<file path="config.mk">
export PLATFORM = sky130hd
export DESIGN_NAME = image_scan_engine_flat
export DESIGN_NICKNAME = d
export VERILOG_FILES = /design/src/rtl/image_scan_engine_pkg.sv /design/src/rtl/image_scan_engine_if.sv /design/src/rtl/image_scan_engine_scan_counter.sv /design/src/rtl/image_scan_engine.sv /design/src/flat_wrapper.sv
export SDC_FILE = /design/constraint.sdc
export NUM_CORES = 1
export LEC_CHECK = 0
export CORE_UTILIZATION = 58
export CTS_CLUSTER_SIZE = 20
export DETAILED_ROUTE_END_ITERATION = 8
export HOLD_SLACK_MARGIN = 0.03
export PLACE_DENSITY = 0.86
export SKIP_LAST_GASP = 1
export SLEW_MARGIN = 40
export SYNTH_ARGS = -nofsm -noshare
export SYNTH_HDL_FRONTEND = slang
export SYNTH_HIERARCHICAL = 1
export SYNTH_SLANG_ARGS = --single-unit
</file>
<file path="constraint.sdc">
create_clock -name clk -period 7.75 [get_ports clk]
set_input_delay 1.1625 -clock clk [delete_from_list [all_inputs] [get_ports clk]]
set_output_delay 1.1625 -clock clk [all_outputs]
set_load 0.01 [all_outputs]
</file>
<file path="src/rtl/image_scan_engine_pkg.sv">
// Shared types and helpers for the image scan engine.
// Phase encodings match the scan_state_t values.
package image_scan_pkg;

    typedef enum logic [1:0] {
        IDLE = 2'd0,
        PRE  = 2'd1,
        CALC = 2'd2,
        POST = 2'd3
    } scan_state_t;

    localparam logic [1:0] PHASE_IDLE = 2'd0;
    localparam logic [1:0] PHASE_PRE  = 2'd1;
    localparam logic [1:0] PHASE_CALC = 2'd2;
    localparam logic [1:0] PHASE_POST = 2'd3;

    function automatic logic pad_ok(
        input logic [31:0] value,
        input logic [31:0] max
    );
        return value <= max;
    endfunction

endpackage

</file>
<file path="src/rtl/image_scan_engine_if.sv">
// Pixel beat handshake between the scan engine and the pixel sink.
// The engine is master; the sink drives pixel_ready.
interface image_scan_engine_if #(
    parameter int X_W = 12,
    parameter int Y_W = 12
);
    logic           pixel_valid;
    logic           pixel_ready;
    logic [X_W-1:0] x_pos;
    logic [Y_W:0]   y_pos;
    logic           row_start;

    modport master (
        output pixel_valid, x_pos, y_pos, row_start,
        input  pixel_ready
    );

    modport slave (
        input  pixel_valid, x_pos, y_pos, row_start,
        output pixel_ready
    );
endinterface

</file>
<file path="src/rtl/image_scan_engine_scan_counter.sv">
// Column counter with wrap pulse and row-in-phase counter.
// o_last flags the wrap that closes the current phase.
module scan_counter #(
    parameter int X_W = 12,
    parameter int Y_W = 12
) (
    input  logic           clk,
    input  logic           rst,
    input  logic           i_clear,
    input  logic           i_adv,
    input  logic [X_W-1:0] i_width,
    input  logic [Y_W-1:0] i_rows,
    output logic [X_W-1:0] o_x,
    output logic           o_wrap,
    output logic           o_last
);
    logic [X_W-1:0] r_x;
    logic [Y_W-1:0] r_row;

    assign o_wrap = i_adv && (r_x == i_width - X_W'(1));
    assign o_last = o_wrap && (r_row == i_rows - Y_W'(1));
    assign o_x    = r_x;

    always_ff @(posedge clk) begin
        if (rst || i_clear) begin
            r_x   <= '0;
            r_row <= '0;
        end else if (i_adv) begin
            r_x <= o_wrap ? '0 : r_x + X_W'(1);
            if (o_wrap) begin
                r_row <= o_last ? '0 : r_row + Y_W'(1);
            end
        end
    end
endmodule

</file>
<file path="src/rtl/image_scan_engine.sv">
// Raster scan engine: priming rows, output rows, flush rows.
// Emits CALC-phase pixels with a valid/ready handshake.
module image_scan_engine
    import image_scan_pkg::*;
#(
    parameter int X_W     = 12,
    parameter int Y_W     = 12,
    parameter int MAX_PAD = 4,
    parameter int PAD_W   = $clog2(MAX_PAD + 1)
) (
    input  logic                clk,
    input  logic                rst,
    input  logic                start,
    input  logic                abort,
    input  logic [X_W-1:0]      cfg_width,
    input  logic [Y_W-1:0]      cfg_height,
    input  logic [PAD_W-1:0]    cfg_pre_rows,
    input  logic [PAD_W-1:0]    cfg_post_rows,
    image_scan_engine_if.master pix,
    output logic [1:0]          phase,
    output logic                frame_done,
    output logic                cfg_err,
    output logic                idle
);
    scan_state_t    r_state, w_next;
    logic [X_W-1:0] r_width;
    logic [Y_W-1:0] r_height;
    logic [PAD_W-1:0] r_pre, r_post;
    logic [Y_W:0]   r_y;
    logic           r_valid, r_row_start, r_done, r_err;
    logic           w_cfg_ok, w_start_ok, w_clear, w_step;
    logic           w_wrap, w_last, w_done;
    logic [X_W-1:0] w_x;
    logic [Y_W-1:0] w_rows;

    assign w_cfg_ok = (cfg_width != '0) && (cfg_height != '0)
                   && pad_ok(32'(cfg_pre_rows), 32'(MAX_PAD))
                   && pad_ok(32'(cfg_post_rows), 32'(MAX_PAD));
    assign w_start_ok = (r_state == IDLE) && start && w_cfg_ok;
    // Abort wins over any advance in the same cycle.
    assign w_clear = (r_state == IDLE) || abort;
    assign w_step  = !w_clear
                  && ((r_state != CALC) || (r_valid && pix.pixel_ready));

    always_comb begin
        w_rows = r_height;
        unique case (r_state)
            PRE:     w_rows = Y_W'(r_pre);
            POST:    w_rows = Y_W'(r_post);
            default: w_rows = r_height;
        endcase
    end

    scan_counter #(.X_W(X_W), .Y_W(Y_W)) u_cnt (
        .clk     (clk),
        .rst     (rst),
        .i_clear (w_clear),
        .i_adv   (w_step),
        .i_width (r_width),
        .i_rows  (w_rows),
        .o_x     (w_x),
        .o_wrap  (w_wrap),
        .o_last  (w_last)
    );

    always_ff @(posedge clk) begin
        if (rst) r_state <= IDLE;
        else     r_state <= w_next;
    end

    always_comb begin
        w_next = r_state;
        w_done = 1'b0;
        unique case (r_state)
            IDLE: begin
                if (w_start_ok)
                    w_next = (cfg_pre_rows != '0) ? PRE : CALC;
            end
            PRE: begin
                if (abort)       w_next = IDLE;
                else if (w_last) w_next = CALC;
            end
            CALC: begin
                if (abort) begin
                    w_next = IDLE;
                end else if (w_last) begin
                    if (r_post != '0) begin
                        w_next = POST;
                    end else begin
                        w_next = IDLE;
                        w_done = 1'b1;
                    end
                end
            end
            POST: begin
                if (abort) begin
                    w_next = IDLE;
                end else if (w_last) begin
                    w_next = IDLE;
                    w_done = 1'b1;
                end
            end
            default: w_next = IDLE;
        endcase
    end

    always_ff @(posedge clk) begin
        if (rst) begin
            r_valid     <= 1'b0;
            r_row_start <= 1'b0;
            r_done      <= 1'b0;
            r_err       <= 1'b0;
            r_y         <= '0;
            r_width     <= '0;
            r_height    <= '0;
            r_pre       <= '0;
            r_post      <= '0;
        end else begin
            r_done  <= w_done;
            r_err   <= (r_state == IDLE) && start && !w_cfg_ok;
            r_valid <= (w_next == CALC);
            if (w_start_ok) begin
                r_width     <= cfg_width;
                r_height    <= cfg_height;
                r_pre       <= cfg_pre_rows;
                r_post      <= cfg_post_rows;
                r_row_start <= 1'b1;
                r_y         <= '0;
            end else if (w_next == IDLE) begin
                r_row_start <= 1'b0;
                r_y         <= '0;
            end else if (w_step) begin
                r_row_start <= w_wrap;
                if (w_wrap) r_y <= r_y + (Y_W + 1)'(1);
            end
        end
    end

    assign pix.pixel_valid = r_valid;
    assign pix.x_pos       = w_x;
    assign pix.y_pos       = r_y;
    assign pix.row_start   = r_row_start;
    assign phase           = r_state;
    assign frame_done      = r_done;
    assign cfg_err         = r_err;
    assign idle            = (r_state == IDLE);
endmodule

</file>
<file path="src/flat_wrapper.sv">
// flat-port wrapper written by rule: the top's interface ports become plain ports
module image_scan_engine_flat import image_scan_pkg::*;
#(
    parameter int X_W     = 12,
    parameter int Y_W     = 12,
    parameter int MAX_PAD = 4,
    parameter int PAD_W   = $clog2(MAX_PAD + 1)
)
  (clk, rst, start, abort, cfg_width, cfg_height, cfg_pre_rows, cfg_post_rows, phase, frame_done, cfg_err, idle, pix_pixel_valid, pix_x_pos, pix_y_pos, pix_row_start, pix_pixel_ready);
  image_scan_engine_if #(.X_W(X_W), .Y_W(Y_W)) pix_i ();
  input  logic clk;
  input  logic rst;
  input  logic start;
  input  logic abort;
  input  logic [X_W-1:0] cfg_width;
  input  logic [Y_W-1:0] cfg_height;
  input  logic [PAD_W-1:0] cfg_pre_rows;
  input  logic [PAD_W-1:0] cfg_post_rows;
  output logic [1:0] phase;
  output logic frame_done;
  output logic cfg_err;
  output logic idle;
  output wire logic [$bits(pix_i.pixel_valid)-1:0] pix_pixel_valid;
  output wire logic [$bits(pix_i.x_pos)-1:0] pix_x_pos;
  output wire logic [$bits(pix_i.y_pos)-1:0] pix_y_pos;
  output wire logic [$bits(pix_i.row_start)-1:0] pix_row_start;
  input wire logic [$bits(pix_i.pixel_ready)-1:0] pix_pixel_ready;
  assign pix_pixel_valid = pix_i.pixel_valid;
  assign pix_x_pos = pix_i.x_pos;
  assign pix_y_pos = pix_i.y_pos;
  assign pix_row_start = pix_i.row_start;
  assign pix_i.pixel_ready = pix_pixel_ready;
  image_scan_engine #(.X_W(X_W), .Y_W(Y_W), .MAX_PAD(MAX_PAD), .PAD_W(PAD_W)) u_core (.clk(clk), .rst(rst), .start(start), .abort(abort), .cfg_width(cfg_width), .cfg_height(cfg_height), .cfg_pre_rows(cfg_pre_rows), .cfg_post_rows(cfg_post_rows), .pix(pix_i), .phase(phase), .frame_done(frame_done), .cfg_err(cfg_err), .idle(idle));
endmodule
</file>
==> reports/metrics.csv <==
metric,value,unit
routed_wl,9670,um
initial_core_util,0.597,
worstPathArrival,4.64,ns
cts_tree,done,
max-vdd-ir-drop,0.000147,V
post_dp_cell_area,0.00475,mm2
place_congestion,0.824,
die_h,85.7,um
maxCapViolCount,0,
grt_max_degree,39,
syn-instance-count,464,
cp-start-kind,primary input,
hpwl,7210,um
worst_hold_slack,0.500,ns
num_vias,3614,
io_pins,67,
rows,30,
hp-class,flop to flop,
cts_root_buf,clkbuf_8,
cp.required,8.03,ns
crit_slowest_cell,clkdlybuf4s50_1,
syn2layout_area_growth,22.8,%
dp.cells,610,
clk_pin_slew,0.08,ns
tns,0,ns
crit_buf_inv,1,
synthesis.nets,504,
cts_resized,0,
slew_viol_final,0,
seq_area_frac_synth,0.360,
n_antenna_cell,0,
critPathMaxStageDelay,0.60,ns
die_x,85.7,um
dieArea,0.00734,mm2
final_common_cell,nor2_1,
setup_violations,0,
skew,0.00885,ns
synthFlopType,dfxtp_1,
period_share,0.563,
yosysWarnings,6,
timing.fmax,229,MHz
grt_antenna_before_repair,0,
worst_pin_slew,0.810,ns
syn_area,0.00406,mm2
grt_pass1_wl,16000,um
path_common_cell,nor2_1,
grt_overflow,0,
core_area,0.00679,mm2
ctsLongestPathBuffers,2,
cts_hold_buffers,0,
yosys.cell_types.count,58,
grt_use_total,0.273,
drtIter0Drc,200,
endpoint_kind,flop,
ys_seq_elements,73,
ys_async_sr_fraction,0,
numCtsBuffers,9,
rsz0062_at_grt,no,
cp_max_fo,13,
nets,566,
crit_type,primary input to flop,
final.min_clock_period,4.36,ns
final.fill_count,519,
path_cells,clkdlybuf4s50_1 -> nor2_1 -> nand3_1 -> a211oi_1 -> nand4b_1 -> or3_1 -> nor2_1 -> and3b_1 -> a221oi_2 -> o31a_2 -> nor2_1,
drt-wirelength-per-cell,15.4,um
status,finished clean,
cts-htree-levels,3,
numClockSinks,73,
hold_violations,0,
synth_edf_count,0,
drc,0,
clock_latency,0.34,ns
post-cts-setup-buffers,0,
avgSynthCellArea,8.75,um2
portBuffers,66,
critPathTopFamily,simple AND/OR/NAND/NOR gates,
grt_pass1_vias,3580,
p_leak,2.04,nW
drt.antenna.violating_nets,0,
final_cell_mix,"nor2_1 (74), dfxtp_1 (73), clkdlybuf4s50_1 (66)",
viasPerCell,5.77,
dr.pass1.iters,4,
p_per_area,176,mW/mm2
final_cells,626,
maxSlewHeadroom,0.459,
final_area,0.00499,mm2
drive_gt1_frac,0.0698,
## path summary, 6_finish.rpt
| kind | from | to | slack [ns] | cells past startpoint |
|---|---|---|---|---|
| worst max-delay path | abort | u_core/pix.y_pos[10] | 3.39 | 11 |
| worst min register to register | u_core/r_height[7] | u_core/r_height[7] | 0.50 | 2 |
| worst min-delay path | u_core/r_height[7] | u_core/r_height[7] | 0.50 | 2 |
| worst max register to register | u_core/phase[0] | u_core/pix.y_pos[10] | 3.82 | 11 |
## area by class of cell
class / count / area (um2) / area share
clock buffer: 13 / 169 / 0.0339
clock inverter: 2 / 60.1 / 0.0120
inverter: 10 / 37.5 / 0.00753
multi-input combinational: 362 / 2450 / 0.491
sequential: 73 / 1460 / 0.293
tap: 96 / 120 / 0.0241
timing repair buffer: 70 / 691 / 0.139
## registers in the layout, summed over array words and instances (netlist names)
signal                  cells
u_core/u_cnt/r_row         12
u_core/pix.row_start        1
u_core/frame_done           1
u_core/cfg_err              1
u_core/phase                2
u_core/r_post               3
u_core/r_pre                3
u_core/u_cnt/o_x           12
u_core/r_height            12
u_core/pix.pixel_valid      1
u_core/pix.y_pos           13
u_core/r_width             12
## logic make-up (layout without fill, tap and decap cells)
group	after synthesis	count (layout)	synth area share
simple gates	212	212	0.285
flops	73	73	0.360
compound gates	57	57	0.101
xor+xnor	52	52	0.112
mux	36	36	0.0888
fa+ha+maj	5	5	0.0154
buf+inv	29	95	0.0382
## worst min-delay path, cell delays in order (launching register included)
cell and delay [ns]:
dfxtp_1 0.33, mux2i_1 0.07, nor2_1 0.07
## through the flow
step | util | total power [W] | worst slack (ns)
finish | 0.734 | 0.000879 | 3.39
global route | 0.734 | 0.000915 | 3.13
CTS | 0.733 | 0.000886 | 3.45
detailed placement | 0.699 | 0.000543 | 3.08
global placement | 0.699 | 0.000537 | 3.29
floorplan | - | 0.000502 | 4.00
## synthesized netlist by cell type (2+ instances only)
master,instances,area [um2]
nor3b_1,7,52.6
xnor2_1,17,149
mux2i_1,36,360
and3_1,12,75.1
dfxtp_1,73,1460
nand2_1,17,63.8
clkbuf_1,7,26.3
a31o_2,3,26.3
inv_1,10,37.5
ha_1,5,62.6
a22o_1,8,70.1
a221o_1,2,20.0
nand2b_1,3,18.8
nand3_1,18,90.1
nor2_4,2,22.5
nor4_1,8,50.1
o21ai_0,5,25.0
and2_1,4,25.0
nand4_1,16,100
o22ai_1,2,12.5
o21ai_1,7,35.0
a21o_1,2,15.0
or3_1,4,25.0
nor3_1,11,55.1
and4_1,3,26.3
a21oi_1,11,55.1
o21a_1,2,15.0
a31oi_1,2,12.5
buf_2,4,20.0
nand3b_1,2,15.0
o31ai_1,2,15.0
or2_2,3,18.8
nor2b_1,17,106
buf_4,5,37.5
nor2_1,74,278
nor4_2,2,25.0
buf_6,3,33.8
xor2_1,35,307
## report_power, final
part	total [W]	switching, W	internal, W
sequential	0.000395	0.0000108	0.000384
combinational	0.000142	0.0000737	0.0000683
clock	0.000342	0.000136	0.000206
total	0.000879	0.000221	0.000659
## per-layer routing
layer / part of all wire / vias up / track usage
met5: 0 / - / 0
met4: 0.020 / 0 / 0.129
met3: 0.041 / 23 / 0.0366
met2: 0.51 / 87 / 0.488
met1: 0.43 / 1739 / 0.325
li1: - / 1765 / -
Note: power is estimated with default switching activity, not from simulation.
